===== src/rtl/regfile_sb.sv =====
// Purpose    : 2R/1W register file with per-register pending scoreboard and pending count.
// Latency    : reads are combinational; writes and issue marks are visible the cycle after the edge.
// Backpressure: none; ID-stage hazard logic stalls on busy_a/busy_b.
//
// Ports:
//   clk, clrn          rising-edge clock, synchronous active-low reset
//   rna/rnb -> qa/qb   asynchronous read ports; busy_a/busy_b report pending producers
//   we, wn, d          writeback port (clears the pending bit of wn)
//   iss_en, iss_wn     issue port (sets the pending bit of iss_wn)
//   pend_cnt           number of pending registers (register 0 never counts)
// Optional build macro: REGFILE_BYPASS_EN enables same-cycle write-through forwarding.
module regfile_sb #(
    parameter int DW          = 32,
    parameter int AW          = 5,
    parameter int RESET_IDENT = 0
) (
    input  logic          clk,
    input  logic          clrn,
    input  logic [AW-1:0] rna,
    input  logic [AW-1:0] rnb,
    output logic [DW-1:0] qa,
    output logic [DW-1:0] qb,
    input  logic          we,
    input  logic [AW-1:0] wn,
    input  logic [DW-1:0] d,
    input  logic          iss_en,
    input  logic [AW-1:0] iss_wn,
    output logic          busy_a,
    output logic          busy_b,
    output logic [AW:0]   pend_cnt
);
    localparam int NREG = 2 ** AW;

    logic [DW-1:0]   regs_q [NREG];
    logic [NREG-1:0] pend_q, pend_d;
    logic [AW:0]     cnt_q, cnt_d;

    logic wr_hit, iss_hit, cnt_inc, cnt_dec;

    // Register 0 is never written, so its entry stays at its reset value of 0.
    assign wr_hit  = we && (wn != '0);
    assign iss_hit = iss_en && (iss_wn != '0);

    function automatic logic [DW-1:0] rst_val(input int idx);
        if (RESET_IDENT != 0 && idx >= 1 && idx <= 8) begin
            return DW'(idx);
        end
        return '0;
    endfunction

    // Set wins over clear when issue and writeback hit the same register:
    // a younger producer is already in flight for it.
    always_comb begin
        pend_d = pend_q;
        if (wr_hit) begin
            pend_d[wn] = 1'b0;
        end
        if (iss_hit) begin
            pend_d[iss_wn] = 1'b1;
        end
    end

    // Count only real transitions of pend bits so the count tracks the set size
    // exactly and can never wrap.
    always_comb begin
        cnt_inc = iss_hit && !pend_q[iss_wn];
        cnt_dec = wr_hit && pend_q[wn] && !(iss_hit && (iss_wn == wn));
        cnt_d   = cnt_q + (AW + 1)'(cnt_inc) - (AW + 1)'(cnt_dec);
    end

    always_ff @(posedge clk) begin
        if (!clrn) begin
            for (int i = 0; i < NREG; i++) begin
                regs_q[i] <= rst_val(i);
            end
            pend_q <= '0;
            cnt_q  <= '0;
        end else begin
            if (wr_hit) begin
                regs_q[wn] <= d;
            end
            pend_q <= pend_d;
            cnt_q  <= cnt_d;
        end
    end

    assign pend_cnt = cnt_q;

`ifdef REGFILE_BYPASS_EN
    // Write-through: the WB value and a cleared busy are seen in the same cycle,
    // even if a new issue to that register is also happening this cycle.
    always_comb begin
        qa     = (rna == '0) ? '0 : regs_q[rna];
        busy_a = (rna != '0) && pend_q[rna];
        if (wr_hit && (rna == wn)) begin
            qa     = d;
            busy_a = 1'b0;
        end
        qb     = (rnb == '0) ? '0 : regs_q[rnb];
        busy_b = (rnb != '0) && pend_q[rnb];
        if (wr_hit && (rnb == wn)) begin
            qb     = d;
            busy_b = 1'b0;
        end
    end
`else
    always_comb begin
        qa     = (rna == '0) ? '0 : regs_q[rna];
        busy_a = (rna != '0) && pend_q[rna];
        qb     = (rnb == '0) ? '0 : regs_q[rnb];
        busy_b = (rnb != '0) && pend_q[rnb];
    end
`endif

endmodule


===== config.mk =====
export PLATFORM = sky130hd
export DESIGN_NAME = regfile_sb
export DESIGN_NICKNAME = d
export VERILOG_FILES = /design/src/rtl/regfile_sb.sv
export SDC_FILE = /design/constraint.sdc
export NUM_CORES = 2
export LEC_CHECK = 0
export BUFFER_PORTS_ARGS = -buffer_cell sky130_fd_sc_hd__buf_2
export CAP_MARGIN = 20
export CORE_MARGIN = 5
export CORE_UTILIZATION = 59
export CTS_BUF_LIST = sky130_fd_sc_hd__clkbuf_8
export DETAILED_ROUTE_END_ITERATION = 10
export MAX_ROUTING_LAYER = met4
export PLACE_DENSITY = 0.79
export REMOVE_ABC_BUFFERS = 1
export SYNTH_ARGS = -nofsm -noshare
export SYNTH_HDL_FRONTEND = slang
export SYNTH_SLANG_ARGS = --single-unit

===== constraint.sdc =====
create_clock -name clk -period 3.8 [get_ports clk]
set_clock_uncertainty 0.05 [all_clocks]
set_input_delay 0.19 -clock clk [delete_from_list [all_inputs] [get_ports clk]]
set_output_delay 0.19 -clock clk [all_outputs]
set_load 0.1 [all_outputs]

==> out/results.txt <==
R2R cell count - 12
Post-synth top flop - edfxtp_1
Worst Setup EP - qa[16]
synth warn - 0
Pleak - 22.3 nW
Finished Layout Cells - 5416
Final Wtd Congestion - 0.948
combinational share of power - 0.162
register-to-register setup slack - 0.74 ns
WP data arrival - 3.00 ns
area of the die - 0.103 mm2
Initial DRT Pass Iterations - 5
Slew Viols, Final - 0
GRT Overall Usage - 0.364
Die X - 321 um
R2R Path End - pend_cnt[4]
asr flop ratio synth - 0
Hold Path Class - primary input to flop
slack of the critical path - 0.557 ns
flops & latches, synth - 1062
relative slew slack - 0.326
Filler cells - 6641
Slew @ Worst Pin - 1.01 ns
P_int - 19.7 mW
pwr dens - 432 mW/mm2
routed vias/inst - 7.14
DPL Wire Length - 110000 um
DR iter-0 viols - 6281
Setup WS pre-CTS - 0.458 ns
net switching power - 7.91 mW
Mapped Cells - 3846
Clock Pin Slew Worst Setup and Hold Paths - 0.06 ns
Total Routed Length - 183000 um
clock power share - 0.336
row cnt - 114
CP Cell Sequence - mux4_2 > mux4_2 > nor2b_1 > a211oi_1 > buf_4 > buf_2
crit end category - output pin
worst-path fanout max - 2
Yosys cell types - 57
final hold violation count - 0
Via Count - 38650
Max clock buf depth - 3
sequential cell area fraction in the yosys report - 0.553
# IOs - 128
layout cells sized above 1 - 0.278
status - complete, no violations
Crit Path Class - flop to output pin
Final setup violation count - 0
CP startpoint kind - flop
RSZ-0062 raised after global routing - no
Pwr Total - 27.6 mW
root buffer cell - clkbuf_8
layout net count - 4059
placed cell count - 5053
GR Overflow Total - 0
Worst Setup SP - regs_q[22][16]
Syn-to-layout area delta - 12.0%
max-cap viol count - 0
input/output buffers - 127
peak supply drop - 333 uV
largest net degree at the start of global routing - 100
CTS tree - done
vias in the first global route - 38753
antenna violations before repair - 11
TritonCTS sink count - 1062
global-route wire length before repair - 262000 um
CP max-delay cell - mux4_2
syn_area_per_cell - 14.8 um2
final setup TNS - 0 ns
Antenna Nets Post-Route - 0
total CTS buffers - 175
CP peak stage delay - 0.51 ns
most frequent CP cell - mux4_2
Die Ht - 321 um
Reg2Reg Launch Point - pend_q[23]
H-tree lvl count - 4
Worst-Skew Late Latency - 0.85 ns
mapped cell area - 0.0569 mm2
Switching Share - 0.287
# DRC - 0
Post-synth EDFFs - 1024
fin crit share - 0.853
share of power burned in registers - 0.502
Starting Density - 0.591
DR WL/cell - 33.8 um
minimum clock period - 3.24 ns
fmax - 0.308 GHz
Required @ worst endpoint - 3.56 ns
CORE AREA - 0.0963 mm2
registers in the layout (all words and copies together) (netlist names):
signal	count
regs_q	1024
pend_cnt	6
pend_q	32
per-stage QoR:
step	instance area [um2]	util	hold slack, ns
finish	63800	0.662	0.111
global route	63800	0.662	0.144
CTS	63700	0.662	0.0177
detailed placement	60200	0.625	0.443
global placement	60200	0.625	0.444
floorplan	55200	-	0.256
layout make-up:
type / instances / area (um2) / share of cell area
diodes: 9 / 22.5 / 0.000353
clock buffers: 183 / 2520 / 0.0395
clock inverters: 129 / 608 / 0.00954
inverters: 41 / 154 / 0.00241
multi-input cells: 2364 / 24200 / 0.379
flip-flops and latches: 1062 / 31500 / 0.494
well taps: 1276 / 1600 / 0.0250
repair buffers: 352 / 3170 / 0.0497
logic make-up (layout without fill, tap and decap cells):
| family | count (synthesis) | in the layout | share of synthesized area |
|---|---|---|---|
| multiplexers | 687 | 687 | 0.227 |
| buffers and inverters | 451 | 705 | 0.0351 |
| AND/OR/NAND/NOR | 1280 | 1280 | 0.136 |
| adder cells (fa/ha/maj) | 7 | 7 | 0.00167 |
| flip-flops | 1062 | 1062 | 0.553 |
| other | 1 | 41 | 0.0000659 |
| XOR/XNOR | 8 | 8 | 0.00123 |
| AO/OA/AOI/OAI | 350 | 350 | 0.0463 |
synth_stat cells (35+ instances only):
library cell | instances | area share
dfxtp_1 | 38 | 0.013
and3_1 | 35 | 0.0038
clkbuf_1 | 298 | 0.020
mux2_2 | 85 | 0.017
and2_1 | 996 | 0.11
mux4_2 | 469 | 0.19
mux2_1 | 42 | 0.0083
buf_2 | 57 | 0.0050
nand2_1 | 56 | 0.0037
nor2_1 | 42 | 0.0028
edfxtp_1 | 1024 | 0.54
a211oi_1 | 40 | 0.0053
a21oi_1 | 42 | 0.0037
o21ai_0 | 36 | 0.0032
nand3_1 | 51 | 0.0045
a22oi_1 | 44 | 0.0058
a221oi_1 | 42 | 0.0065
mux2i_1 | 91 | 0.016
per-layer routing:
layer / global-route usage / part of all wire
met4: 0.195 / 0.065
met2: 0.555 / 0.47
met5: - / 0
met1: 0.456 / 0.33
met3: 0.0898 / 0.14
power groups by stage:
stage,clock [mW],combinational [mW],sequential (mW)
after floorplan,0,2.57,14.1
after global placement,0,4.31,14.0
after detailed placement,0,4.36,14.1
after CTS,9.28,4.40,13.8
after global routing,9.86,4.60,13.9
final,9.28,4.46,13.8
how the worst min path moves through the flow:
stage / start / to / cells after the start
2_1_floorplan: iss_wn[1] / pend_q[1] / 1
3_3_place_gp: pend_q[18] / pend_q[18] / 2
3_5_place_dp: pend_q[2] / pend_q[2] / 2
4_1_cts: we / pend_q[20] / 4
5_1_grt: we / pend_q[28] / 4
6_report: we / pend_q[20] / 4
worst max-delay path, delay by kind of cell (launching register included):
| kind | cells | cell delay [ns] |
|---|---|---|
| AO/OA/AOI/OAI | 1 | 0.07 |
| buffers and inverters | 2 | 0.50 |
| flip-flops | 1 | 0.38 |
| multiplexers | 2 | 0.99 |
| AND/OR/NAND/NOR | 1 | 0.20 |
cells in the final DEF (no fill, tap or decap), drive strengths merged, types with 32 or more instances in the layout:
master / count
edfxtp: 1024
and2: 996
mux4: 469
buf: 309
clkbuf: 184
mux2: 127
inv: 104
mux2i: 91
clkinv: 60
nand2: 56
nand3: 51
a22oi: 44
a21oi: 42
a221oi: 42
dlygate4sd3: 42
nor2: 42
a211oi: 40
o21ai: 39
dfxtp: 38
and3: 35
nor2b: 34
conb: 32
timing repair:
| item | 4_1_cts | 5_1_grt |
|---|---|---|
| hold endpoints to repair | 1027 | 0 |
| setup buffers | 0 | 0 |
| hold buffers | 42 | 0 |
| gates resized for setup | 0 | 0 |
Note: power is estimated with default switching activity, not from simulation.
